$ cat src/rtl/popcount_stream_if.sv
`default_nettype none
// ============================================================================
// Module   : popcount_stream_if
// Brief    : Input-word and result handshakes of the popcount_stream engine.
// Revision : 1.0 - initial release
// ============================================================================
interface popcount_stream_if #(
    parameter int DATA_W = 10,
    parameter int ACC_W  = 16
);
    logic              in_valid;
    logic              in_ready;
    logic [DATA_W-1:0] in_data;
    logic              in_last;
    logic              mode;
    logic              out_valid;
    logic              out_ready;
    logic [ACC_W-1:0]  out_count;
    logic              out_overflow;

    modport master (
        output in_valid, in_data, in_last, mode, out_ready,
        input  in_ready, out_valid, out_count, out_overflow
    );

    modport slave (
        input  in_valid, in_data, in_last, mode, out_ready,
        output in_ready, out_valid, out_count, out_overflow
    );
endinterface
`default_nettype wire

$ cat src/rtl/popcount_stream.sv
`default_nettype none
// ============================================================================
// Module   : popcount_stream
// Brief    : Chunked population count with per-word or saturating per-packet
//            totals, valid/ready on both sides.
// Revision : 1.0 - initial release
// ============================================================================
module popcount_stream #(
    parameter int DATA_W  = 10,
    parameter int CHUNK_W = 4,
    parameter int ACC_W   = 16
) (
    input  wire logic         clk,
    input  wire logic         rst,
    popcount_stream_if.slave  bus
);
    localparam int c_NCHUNK = (DATA_W + CHUNK_W - 1) / CHUNK_W;
    localparam int c_PAD_W  = c_NCHUNK * CHUNK_W;
    localparam int c_POS_W  = $clog2(CHUNK_W + 1);
    localparam int c_IDX_W  = (c_NCHUNK > 1) ? $clog2(c_NCHUNK) : 1;
    localparam logic [c_IDX_W-1:0] c_LAST_IDX = c_IDX_W'(c_NCHUNK - 1);

    localparam logic [1:0] c_S_IDLE  = 2'd0;
    localparam logic [1:0] c_S_COUNT = 2'd1;
    localparam logic [1:0] c_S_DONE  = 2'd2;

    logic [1:0]         r_state;
    logic [1:0]         w_state_nxt;
    logic [c_PAD_W-1:0] r_shift;
    logic [c_IDX_W-1:0] r_idx;
    logic               r_last;
    logic               r_mode;
    logic [ACC_W-1:0]   r_total;
    logic               r_ovf;
    logic               r_emitted;

    logic               w_in_ready;
    logic               w_accept;
    logic               w_last_chunk;
    logic [c_PAD_W-1:0] w_padded;
    logic [CHUNK_W-1:0] w_chunk;
    logic [c_POS_W-1:0] w_pop;
    logic [ACC_W:0]     w_pop_ext;
    logic [ACC_W:0]     w_sum;

    assign w_in_ready   = (r_state == c_S_IDLE) && !rst;
    assign w_accept     = bus.in_valid && w_in_ready;
    assign w_last_chunk = (r_idx == c_LAST_IDX);
    // The current chunk always sits at the bottom of the shift register.
    assign w_chunk      = r_shift[CHUNK_W-1:0];

    always_comb begin
        w_padded = '0;
        w_padded[DATA_W-1:0] = bus.in_data;
    end

    always_comb begin
        w_pop = '0;
        for (int k = 0; k < CHUNK_W; k++) begin
            w_pop = w_pop + c_POS_W'(w_chunk[k]);
        end
    end

    // One spare bit above the total exposes saturation as a carry-out.
    assign w_pop_ext = (ACC_W + 1)'(w_pop);
    assign w_sum     = {1'b0, r_total} + w_pop_ext;

    always_comb begin
        w_state_nxt = r_state;
        case (r_state)
            c_S_IDLE: begin
                if (w_accept) begin
                    w_state_nxt = c_S_COUNT;
                end
            end
            c_S_COUNT: begin
                if (w_last_chunk) begin
                    w_state_nxt = (!r_mode || r_last) ? c_S_DONE : c_S_IDLE;
                end
            end
            c_S_DONE: begin
                if (bus.out_ready) begin
                    w_state_nxt = c_S_IDLE;
                end
            end
            default: w_state_nxt = c_S_IDLE;
        endcase
    end

    always_ff @(posedge clk) begin
        if (rst) begin
            r_state   <= c_S_IDLE;
            r_shift   <= '0;
            r_idx     <= '0;
            r_last    <= 1'b0;
            r_mode    <= 1'b0;
            r_total   <= '0;
            r_ovf     <= 1'b0;
            r_emitted <= 1'b1;
        end else begin
            r_state <= w_state_nxt;
            case (r_state)
                c_S_IDLE: begin
                    if (w_accept) begin
                        r_shift   <= w_padded;
                        r_idx     <= '0;
                        r_last    <= bus.in_last;
                        r_mode    <= bus.mode;
                        r_emitted <= 1'b0;
                        // A per-word request or a fresh packet starts from zero.
                        if (!bus.mode || r_emitted) begin
                            r_total <= '0;
                            r_ovf   <= 1'b0;
                        end
                    end
                end
                c_S_COUNT: begin
                    r_shift <= r_shift >> CHUNK_W;
                    r_idx   <= r_idx + c_IDX_W'(1);
                    if (w_sum[ACC_W]) begin
                        r_total <= '1;
                        r_ovf   <= 1'b1;
                    end else begin
                        r_total <= w_sum[ACC_W-1:0];
                    end
                end
                c_S_DONE: begin
                    if (bus.out_ready) begin
                        r_emitted <= 1'b1;
                    end
                end
                default: ;
            endcase
        end
    end

    assign bus.in_ready     = w_in_ready;
    assign bus.out_valid    = (r_state == c_S_DONE);
    assign bus.out_count    = (r_state == c_S_DONE) ? r_total : '0;
    assign bus.out_overflow = (r_state == c_S_DONE) ? r_ovf : 1'b0;

endmodule
`default_nettype wire

$ cat src/flat_wrapper.sv
// flat-port wrapper written by rule: the top's interface ports become plain ports
module popcount_stream_flat 
#(
    parameter int DATA_W  = 10,
    parameter int CHUNK_W = 4,
    parameter int ACC_W   = 16
)
  (clk, rst, bus_in_valid, bus_in_data, bus_in_last, bus_mode, bus_out_ready, bus_in_ready, bus_out_valid, bus_out_count, bus_out_overflow);
  popcount_stream_if #(.DATA_W(DATA_W), .ACC_W(ACC_W)) bus_i ();
  input  wire logic clk;
  input  wire logic rst;
  input wire logic [$bits(bus_i.in_valid)-1:0] bus_in_valid;
  input wire logic [$bits(bus_i.in_data)-1:0] bus_in_data;
  input wire logic [$bits(bus_i.in_last)-1:0] bus_in_last;
  input wire logic [$bits(bus_i.mode)-1:0] bus_mode;
  input wire logic [$bits(bus_i.out_ready)-1:0] bus_out_ready;
  output wire logic [$bits(bus_i.in_ready)-1:0] bus_in_ready;
  output wire logic [$bits(bus_i.out_valid)-1:0] bus_out_valid;
  output wire logic [$bits(bus_i.out_count)-1:0] bus_out_count;
  output wire logic [$bits(bus_i.out_overflow)-1:0] bus_out_overflow;
  assign bus_i.in_valid = bus_in_valid;
  assign bus_i.in_data = bus_in_data;
  assign bus_i.in_last = bus_in_last;
  assign bus_i.mode = bus_mode;
  assign bus_i.out_ready = bus_out_ready;
  assign bus_in_ready = bus_i.in_ready;
  assign bus_out_valid = bus_i.out_valid;
  assign bus_out_count = bus_i.out_count;
  assign bus_out_overflow = bus_i.out_overflow;
  popcount_stream #(.DATA_W(DATA_W), .CHUNK_W(CHUNK_W), .ACC_W(ACC_W)) u_core (.clk(clk), .rst(rst), .bus(bus_i));
endmodule
$ cat config.mk
export PLATFORM = sky130hd
export DESIGN_NAME = popcount_stream_flat
export DESIGN_NICKNAME = d
export VERILOG_FILES = /design/src/rtl/popcount_stream_if.sv /design/src/rtl/popcount_stream.sv /design/src/flat_wrapper.sv
export SDC_FILE = /design/constraint.sdc
export NUM_CORES = 1
export LEC_CHECK = 0
export CORE_ASPECT_RATIO = 1.75
export CORE_MARGIN = 3
export CORE_UTILIZATION = 30
export DETAILED_ROUTE_END_ITERATION = 16
export MAX_ROUTING_LAYER = met4
export PLACE_DENSITY = 0.49
export SLEW_MARGIN = 20
export SYNTH_ARGS = -nofsm -noshare
export SYNTH_HDL_FRONTEND = slang
export SYNTH_SLANG_ARGS = --single-unit
$ cat constraint.sdc
create_clock -name clk -period 8.77 [get_ports clk]
set_input_delay 2.1925 -clock clk [delete_from_list [all_inputs] [get_ports clk]]
set_output_delay 2.1925 -clock clk [all_outputs]
set_load 0.005 [all_outputs]
Yosys cells after proc, flatten, opt, wreduce, memory -nomap -nowiden
Cells that the tools add are included.
Widths: inputs -> output; s select.

operators by class
  add/sub/neg operators = 5
  equality and inequality tests = 8
  mux-type cells = 22
  reductions and logical operators = 16

operators with widths
  cell                 count
  $mux 16              4
  $pmux 16 s2          1
  $pmux 12 s2          1
  $add 16x3->17        1
  $mux 12              1
  $mux 2               5
  $reduce_and 3->1     3
  $add 3x1->3          2
  $mux 1               6
  $ne 2x1->1 const B   3
  $pmux 2 s3           1
  $eq 2x2->1 const B   2
  $ne 2x2->1 const B   2
  $pmux 1 s2           2
  $pmux 2 s2           1
  $reduce_and 2->1     2
  $reduce_and 4->1     1
  $reduce_bool 2->1    2
  $logic_not 1->1      3
  $add 1x1->2          1
  $add 2x1->2 const B  1
  $eq 2x1->1 const B   1
  $logic_and 1x1->1    2
  $logic_not 2->1      1
  $logic_or 1x1->1     2

storage, ports and cells
  register bits after elaboration = 36
  input bits = 16
  output and inout port bits = 19
  logic and storage cells = 59

Longest topological paths before layout
Gate-level depths: netlist of run 1.

  depth in word-level cells = 6
  depth in mapped cells = 13
  mapped depth without buffers = 12

Worst setup path after synthesis of run 1
No wires, ideal clock.

  kind = input to output
  start point = in rst
  end point = out bus_in_ready
  arrival = 2.633 ns
  data required time = 6.577 ns
  setup slack = 3.945 ns
  cell stages on the path = 3
  cells stage by stage = buf_4 buf_6 nor3_1

on the way
  word-level cells in the longest chain between the ends = 2

ends and longest elaborated chain
  what                line                   text
  start: declaration  flat_wrapper.sv:11     input wire logic rst;
  $logic_not 1->1     popcount_stream.sv:46  assign w_in_ready = (r_state == c_S_IDLE) && !rst;
  $logic_and 1x1->1   popcount_stream.sv:46
  end: declaration    flat_wrapper.sv:17     output wire logic [$bits(bus_i.in_ready)-1:0] bus_in_ready;

No other way between the ends.

Worst setup path in the final report of run 1
Ends and elaborated chain as after synthesis.

==> results.md, run 1 <==
Run:
- The tool flagged a number of max-cap violations equal to 0.

Power and ir drop:
- The fraction of power consumed by sequential logic is 0.403.
- Overall power consumption after layout is estimated at 0.423 mW.
- The switching power is 0.115 mW.
- The switching power share of the total is 0.273.
- The clock share of power is 0.425.
- The fraction of power consumed by combinational cells is 0.172.
- The analysis attributes to cell leakage a power of 0.927 nW.
- The highest ir drop seen on vdd is 0.000104 V.
- For this design the ratio of total power to cell area is 170 nW/um2.
- Cell internal power was estimated by the tool at 0.308 mW.

Global route:
- The global-route wire length before repair is 8.04 mm.
- Entering global routing, the biggest net connects 37 pins.
- The number of antenna violations at the first check in global routing is 0.
- Global routing finished with a remaining overflow of 0.
- For this run, the total global-route usage over all layers was measured as 0.141.
- The via count of the first global-routing pass is 1643.

Routing:
- For this block, the via count after detailed routing is 1774.
- For this run, design rule violations remaining after detail routing come to 0.
- The average wire length per cell after detail routing is 14.2 um.
- For this block, wires on met1 add up to 2.04 mm.
- The top metal layer carrying routed signals is met4.
- After detailed routing, the met3 layer carries 194 um of wire.
- The met2 routed wirelength is 2.53 mm.
- The remaining number of nets flagged by the antenna check after routing is 0.
- The DRC marker count from the first detailed-route iteration is 101.
- The number of vias per cell is 5.17.
- The detailed-router iteration count before antenna repair is 4.
- The total detailed-routing wirelength is slightly below 5 mm.

Cells and area:
- Across the whole layout, storage elements account for 681 um2.
- The layout overhead on the synthesized area is 23.5%.
- Once layout is complete, the utilization of the core stands at 0.381.
- The net count of the finished layout is 284.
- In the final layout, the share of cells above drive strength 1 is 0.0690.
- The fill cell total of the finished layout is 734.
- The multi-input combinational cell area is 1140 um2.
- The count of placed standard cells in the final layout, fillers left out is 343.
- The antenna diode count is 0.

Floorplan:
- The number of core rows is 39.
- The core region is between 6000 and 7000 um2.
- The area of the die is 7790 um2.
- The die boundary height is 115 um.
- For this configuration, the core starts out at a cell density of 0.309.
- The die is 68.0 um wide.
- During I/O placement, the number of pins put on the boundary was 35.

Critical path:
- STA classifies the critical path endpoint as a primary output.
- The destination of the worst register-to-register timing path is u_core.r_ovf$_SDFFE_PP0P_.
- The worst path arrival time is 3.57 ns.
- The setup slack on the worst flop-to-flop path is roughly 5.6 ns.
- The type of element launching the critical path is an input pin.
- The worst register-to-register path has a depth of 11.
- The kind of critical path is in -> out.
- Along the worst path, the maximum fanout reaches 36.
- The endpoint required time on the critical path is 6.58 ns.
- The worst register-to-register path begins at u_core.r_shift[0]$_SDFFE_PP0P_.

CTS:
- The CTS clock-pin slew for the worst setup and hold paths is 0.05 ns.
- For the worst-skew pair, the clock arrives at the later sink with an insertion delay of 0.28 ns.
- The total number of clock tree sinks is 34.
- The level count of the clock H-tree is 2.
- The root buffer selected by CTS is sky130_fd_sc_hd__clkbuf_16.
- The count of cells resized by post-cts repair is 0.
- After clock tree synthesis, the flow added hold-fix buffers numbering 0.
- The number of CTS-inserted buffers is 5.
- The maximum clock path buffer count is 2.
- TritonCTS built the clock tree.
- The number of post-CTS setup repair buffers is 0.

Yosys:
- The number of nets handed over by synthesis was 260.
- The post-synthesis cell area is 2020 um2.
- In this run, synthesis inferred 0 flip-flops with an integrated enable.
- The Yosys warning count is 0.
- The number of library cell types mapped by synthesis is 53.
- The share of the Yosys chip area taken by registers is 0.337.
- Synthesis handed over a netlist of 236 instances.
- A synthesized cell averages roughly 8.6 um2.
- The dominant register cell in the synthesized netlist is sky130_fd_sc_hd__dfxtp_1.
- The register bit count reported by yosys is 34.
- For this run, asynchronously set or reset flops after synthesis account for 0.

Hold path:
- In this run the most critical hold path is launched from u_core.r_idx[0]$_SDFFE_PP0P_.
- Counting instances, the worst hold path has a depth of 1.
- The sink of the worst hold path is u_core.r_idx[0]$_SDFFE_PP0P_.
- The worst hold path belongs to the class reg -> reg.

Placement:
- The routability congestion estimate from global placement is 0.811.
- Buffers placed on the I/O ports in this run total 34.
- In this run, placement finished with an instance count of roughly 340.
- The HPWL reported at the end of detailed placement is 3.41 mm.

Run status:
- The run finished with clean final reports.

Timing:
- Of the available clock period, the critical path in the final layout requires 0.657.
- The number of hold violations in the final report was 0.
- The achievable clock frequency is 174 MHz.
- The worst slew margin relative to its limit is 0.514.
- For the pin with the worst max-slew slack, the measured transition is 0.726 ns.
- Setup repair after global routing left no endpoint under its margin.
- The max-slew violation total from the final report is 0.
- The clock arrives with slightly above 0.003 ns of skew.
- Counting I/O delays and the setup requirement, the final critical path takes 5.76 ns.
- For the final routed database, the setup TNS stands at 0 ns.
- Setup violations remaining at the end of the flow were counted as 0.
==> registers in the layout (all words and copies together), names as in the netlist <==
signal,cells
u_core.r_last,1
u_core.r_mode,1
u_core.r_shift,10
u_core.r_ovf,1
u_core.r_idx,2
u_core.r_emitted,1
u_core.r_state,2
u_core.r_total,16
==> how the worst max path moves through the flow <==
stage	slack (ns)	end	start
2_1_floorplan	3.94	bus_in_ready	rst
3_3_place_gp	3.01	bus_in_ready	rst
3_5_place_dp	3.00	bus_in_ready	rst
4_1_cts	3.00	bus_in_ready	rst
5_1_grt	2.94	bus_in_ready	rst
6_report	3.01	bus_in_ready	rst
==> final cells by class <==
class	count	area share
multi-input combinational	168	0.459
clock buffer	7	0.0572
tap	82	0.0411
inverter	13	0.0196
timing repair buffer	38	0.149
clock inverter	1	0.00201
sequential	34	0.273
==> metrics by stage <==
stage	worst slack, ns	hold slack (ns)	cell area (um2)
final	3.01	0.464	2490
after global routing	2.94	0.498	2490
after CTS	3.00	0.466	2490
after detailed placement	3.00	0.457	2350
after global placement	3.01	0.458	2350
after floorplan	3.94	0.434	2020
==> kinds of logic (layout without fill, tap and decap cells) <==
logic type	after synthesis	in the layout	share of synthesized area
buffers and inverters	34	59	0.0967
xor gates and xnor gates	1	1	0.00434
DFF	34	34	0.337
AOI/OAI and AO/OA	61	61	0.216
adders and majority gates	8	8	0.0570
muxes	6	6	0.0297
and+or+nand+nor	92	92	0.260
==> metal layers <==
layer / vias up / track usage
li1: 893 / -
met4: 0 / 0.0651
met3: 9 / 0.0344
met5: - / -
met1: 831 / 0.152
met2: 41 / 0.235
==> cells in the mapped netlist, drive strengths merged (2+ instances only) <==
| library cell | count | share of area |
|---|---|---|
| nor3 | 7 | 0.017 |
| a41oi | 2 | 0.0087 |
| a311oi | 4 | 0.017 |
| a22oi | 2 | 0.0074 |
| or3 | 2 | 0.0062 |
| and2 | 18 | 0.056 |
| nor2 | 27 | 0.050 |
| o21ai | 10 | 0.025 |
| o21a | 3 | 0.011 |
| a21oi | 9 | 0.022 |
| ha | 6 | 0.037 |
| a31oi | 13 | 0.040 |
| or4 | 5 | 0.020 |
| buf | 14 | 0.059 |
| nand4 | 7 | 0.029 |
| mux2i | 6 | 0.030 |
| dfxtp | 34 | 0.34 |
| clkbuf | 7 | 0.013 |
| o2111ai | 3 | 0.016 |
| fa | 2 | 0.020 |
| nand2 | 11 | 0.020 |
| o221ai | 2 | 0.0087 |
| a211oi | 3 | 0.011 |
| nor2b | 4 | 0.012 |
| inv | 13 | 0.024 |
| nand2b | 3 | 0.0093 |
| o2111a | 2 | 0.011 |
==> power by group through the flow <==
| stage | registers [mW] | clock network, mW | logic (mW) |
|---|---|---|---|
| 3_5_place_dp | 0.174 | 0 | 0.0737 |
| 4_1_cts | 0.171 | 0.183 | 0.0739 |
| 5_1_grt | 0.172 | 0.192 | 0.0835 |
| 6_report | 0.171 | 0.180 | 0.0728 |
| 2_1_floorplan | 0.171 | 0 | 0.0575 |
| 3_3_place_gp | 0.174 | 0 | 0.0723 |
==> layout by cell type (no fill, tap or decap), types with 2 or more instances in the layout <==
master	Yosys	final
sky130_fd_sc_hd__a211oi_1	3	3
sky130_fd_sc_hd__o2111ai_1	2	2
sky130_fd_sc_hd__nor3_1	7	7
sky130_fd_sc_hd__o221ai_1	2	2
sky130_fd_sc_hd__ha_1	6	6
sky130_fd_sc_hd__a22oi_1	2	2
sky130_fd_sc_hd__a21oi_1	9	9
sky130_fd_sc_hd__o2111a_1	2	2
sky130_fd_sc_hd__o21ai_0	8	8
sky130_fd_sc_hd__nor2b_1	4	4
sky130_fd_sc_hd__a41oi_1	2	2
sky130_fd_sc_hd__clkdlybuf4s50_1	0	34
sky130_fd_sc_hd__nor2_1	27	27
sky130_fd_sc_hd__fa_1	2	2
sky130_fd_sc_hd__o21a_1	3	3
sky130_fd_sc_hd__dfxtp_1	34	34
sky130_fd_sc_hd__or4_1	4	4
sky130_fd_sc_hd__or3_1	2	2
sky130_fd_sc_hd__nand2b_1	3	3
sky130_fd_sc_hd__and2_1	17	17
sky130_fd_sc_hd__inv_1	13	13
sky130_fd_sc_hd__a311oi_1	4	4
sky130_fd_sc_hd__nand4_1	6	6
sky130_fd_sc_hd__clkbuf_16	0	5
sky130_fd_sc_hd__a31oi_1	13	13
sky130_fd_sc_hd__nand2_1	11	11
sky130_fd_sc_hd__mux2i_1	6	6
sky130_fd_sc_hd__buf_4	4	4
sky130_fd_sc_hd__o21ai_1	2	2
==> worst max-delay path, cell delays in order <==
cell and delay [ns]:
sky130_fd_sc_hd__clkdlybuf4s50_1 0.45, sky130_fd_sc_hd__buf_4 0.37, sky130_fd_sc_hd__nor3_1 0.08, sky130_fd_sc_hd__clkdlybuf4s50_1 0.46
Power figures use the tool's default switching activity.
==> inputs of run 2 (changes only) <==
Settings changed: PLACE_DENSITY 0.49 to 0.51.
Clock period 8.77 ns to 4.75 ns, I/O delays scaled along.
==> results.md, run 2 (same netlist as run 1, synthesis figures left out) <==
Power and ir drop:
- The clock share of power is 0.411.
- The switching power is 0.201 mW.
- The switching power share of the total is 0.263.
- The fraction of power consumed by combinational cells is 0.176.
- VDD sags by at most between 0.00015 and 0.0002 V.
- The cell-internal power is 0.564 mW.
- The fraction of power consumed by sequential logic is 0.413.
- The overall power consumption is approximately 0.77 mW.
- Dividing total power by cell area gives a power density of 308 nW/um2.
- The reported leakage power is 0.921 nW.

Run status:
- The run finished with clean final reports.

Timing:
- Setup repair after global routing left no endpoint under its margin.
- The max-slew violation total from the final report is 0.
- For the pin with the worst max-slew slack, the measured transition is roughly 0.72 ns.
- In this run the tightest slew margin relative to its limit is 0.516.
- The share of the clock period used by the worst path after layout is 0.750.
- The clock period minus worst slack is 3.56 ns.
- Setup violations remaining at the end of the flow were counted as 0.
- The tightest hold path in the finished design has a slack of 0.462 ns.
- Across the routed clock network, the largest skew measured is 0.00408 ns.
- Setup total negative slack on the finished layout was measured at 0 ns.
- The achievable clock frequency is 281 MHz.
- The number of hold violations in the final report is 0.

CTS:
- In this run, CTS created clock tree buffers numbering 5.
- The total number of clock tree sinks is 34.
- The maximum clock path buffer count is 2.
- The number of hold buffers added after CTS is 0.
- The clock network latency to the later pin of the worst-skew pair is 0.27 ns.
- Once the clock tree was built, the resizer swapped 0 gates to a different size.
- The level count of the clock H-tree is 2.
- The CTS clock-pin slew for the worst setup and hold paths is 0.05 ns.
- Clock tree synthesis selected as its root buffer the cell sky130_fd_sc_hd__clkbuf_16.
- The number of post-CTS setup repair buffers is 0.
- The CTS tree is done.

Cells and area:
- The antenna diode count is 0.
- The count of placed standard cells in the final layout, fillers left out is 341.
- The register with the highest flop count is u_core.r_total.
- The fraction of final layout cells with drive strength greater than 1 is 0.0656.
- In the layout the commonest cells are sky130_fd_sc_hd__clkdlybuf4s50_1 (34), sky130_fd_sc_hd__dfxtp_1 (34), sky130_fd_sc_hd__nor2_1 (27).
- Relative to the synthesized area, the layout overhead comes to 23.0%.
- The area taken by flip-flops and latches is 681 um2.
- The number of flip-flops under the largest register name is 16.
- At the end of the flow the core is filled with cells to 0.380.
- The fill cell total of the finished layout is roughly 730.
- Summing all multi-input logic gate instances after layout gives 1140 um2.
- The net count of the finished layout is 284.
- The largest registers in the layout are u_core.r_total x16, u_core.r_shift x10.

Routing:
- The routed design has 4.95 mm of wire.
- The routed layout has around 1800 vias.
- In the routed design, unresolved DRC markers number 0.
- The first detailed-routing pass ran for 4 iterations.
- The average wire length per cell after detail routing is around 15 um.
- The DRC marker count from the first detailed-route iteration is 68.
- The remaining number of nets flagged by the antenna check after routing is 0.
- After detailed routing, the number of vias per cell comes to 5.25.

Floorplan:
- The count of pins on the block boundary is 35.
- The die width is around 68 um.
- The starting density of the core is 0.309.
- The floorplan has 39 rows.
- The area of the die is 7790 um2.
- The placeable core region is 6540 um2.
- In this run the vertical extent of the chip is around 110 um.

Critical path:
- The type of element launching the critical path is an input pin.
- The endpoint type of the worst setup path is a primary output.
- The kind of critical path is in -> out.
- The top fanout value on the critical path is 2.
- For the worst setup path, the data arrival time is 2.37 ns.
- The endpoint required time on the critical path is 3.56 ns.

Run:
- The number of maximum-capacitance constraint violations is 0.

Global route:
- The number of antenna violations at the first check in global routing is 0.
- The global-route wire length before repair is 8.36 mm.
- The via count of the first global-routing pass is between 1500 and 2000.
- Across every metal layer, demand over resource in global routing totals 0.143.
- Entering global routing, the biggest net connects 36 pins.
- Global routing finished with a remaining overflow of 0.

Placement:
- Counting tap cells, the placed design contains a total of 335 instances.
- The routability congestion estimate from global placement is approximately 0.77.
- In this run the tool buffered the top-level ports with 34 buffer cells.
- The HPWL reported at the end of detailed placement is 3.55 mm.

Hold path:
- The worst hold path belongs to the class reg -> reg.
## run 2: area by class of cell
class,count,share of cell area
inverter,13,0.0196
timing repair buffer,38,0.149
multi-input combinational,168,0.460
tap,82,0.0413
clock buffer,6,0.0559
sequential,34,0.274
## run 2: worst paths after layout
path,end,slack [ns],startpoint,depth (start not counted)
max,bus_in_ready,1.19,rst,3
min,u_core.r_ovf$_SDFFE_PP0P_,0.46,u_core.r_ovf$_SDFFE_PP0P_,2
max reg2reg,u_core.r_ovf$_SDFFE_PP0P_,1.52,u_core.r_shift[0]$_SDFFE_PP0P_,11
min reg2reg,u_core.r_ovf$_SDFFE_PP0P_,0.46,u_core.r_ovf$_SDFFE_PP0P_,2
## run 2: through the flow
| step | cell area, um2 | setup WS, ns |
|---|---|---|
| after CTS | 2480 | 1.15 |
| after global routing | 2480 | 1.11 |
| after detailed placement | 2350 | 1.15 |
| after floorplan | 2020 | 1.73 |
| final | 2480 | 1.19 |
| after global placement | 2350 | 1.13 |
## run 2: worst max-delay path: stages
cell and delay [ns]:
sky130_fd_sc_hd__clkdlybuf4s50_1 0.43, sky130_fd_sc_hd__nor3_1 0.20, sky130_fd_sc_hd__clkdlybuf4s50_1 0.55
## run 2: routing by layer
| metal | up-vias | part of all wire | global-route usage |
|---|---|---|---|
| met5 | - | 0 | - |
| met1 | 842 | 0.41 | 0.158 |
| met2 | 42 | 0.54 | 0.246 |
| met3 | 6 | 0.030 | 0.0226 |
| li1 | 899 | - | - |
| met4 | 0 | 0.016 | 0.0611 |
## run 2: power by group through the flow
stage               logic, mW  registers, mW  clock network [mW]
finish                  0.135          0.316               0.314
detailed placement      0.137          0.322                   0
floorplan               0.106          0.316                   0
global placement        0.133          0.322                   0
CTS                     0.138          0.316               0.325
global route            0.151          0.318               0.337
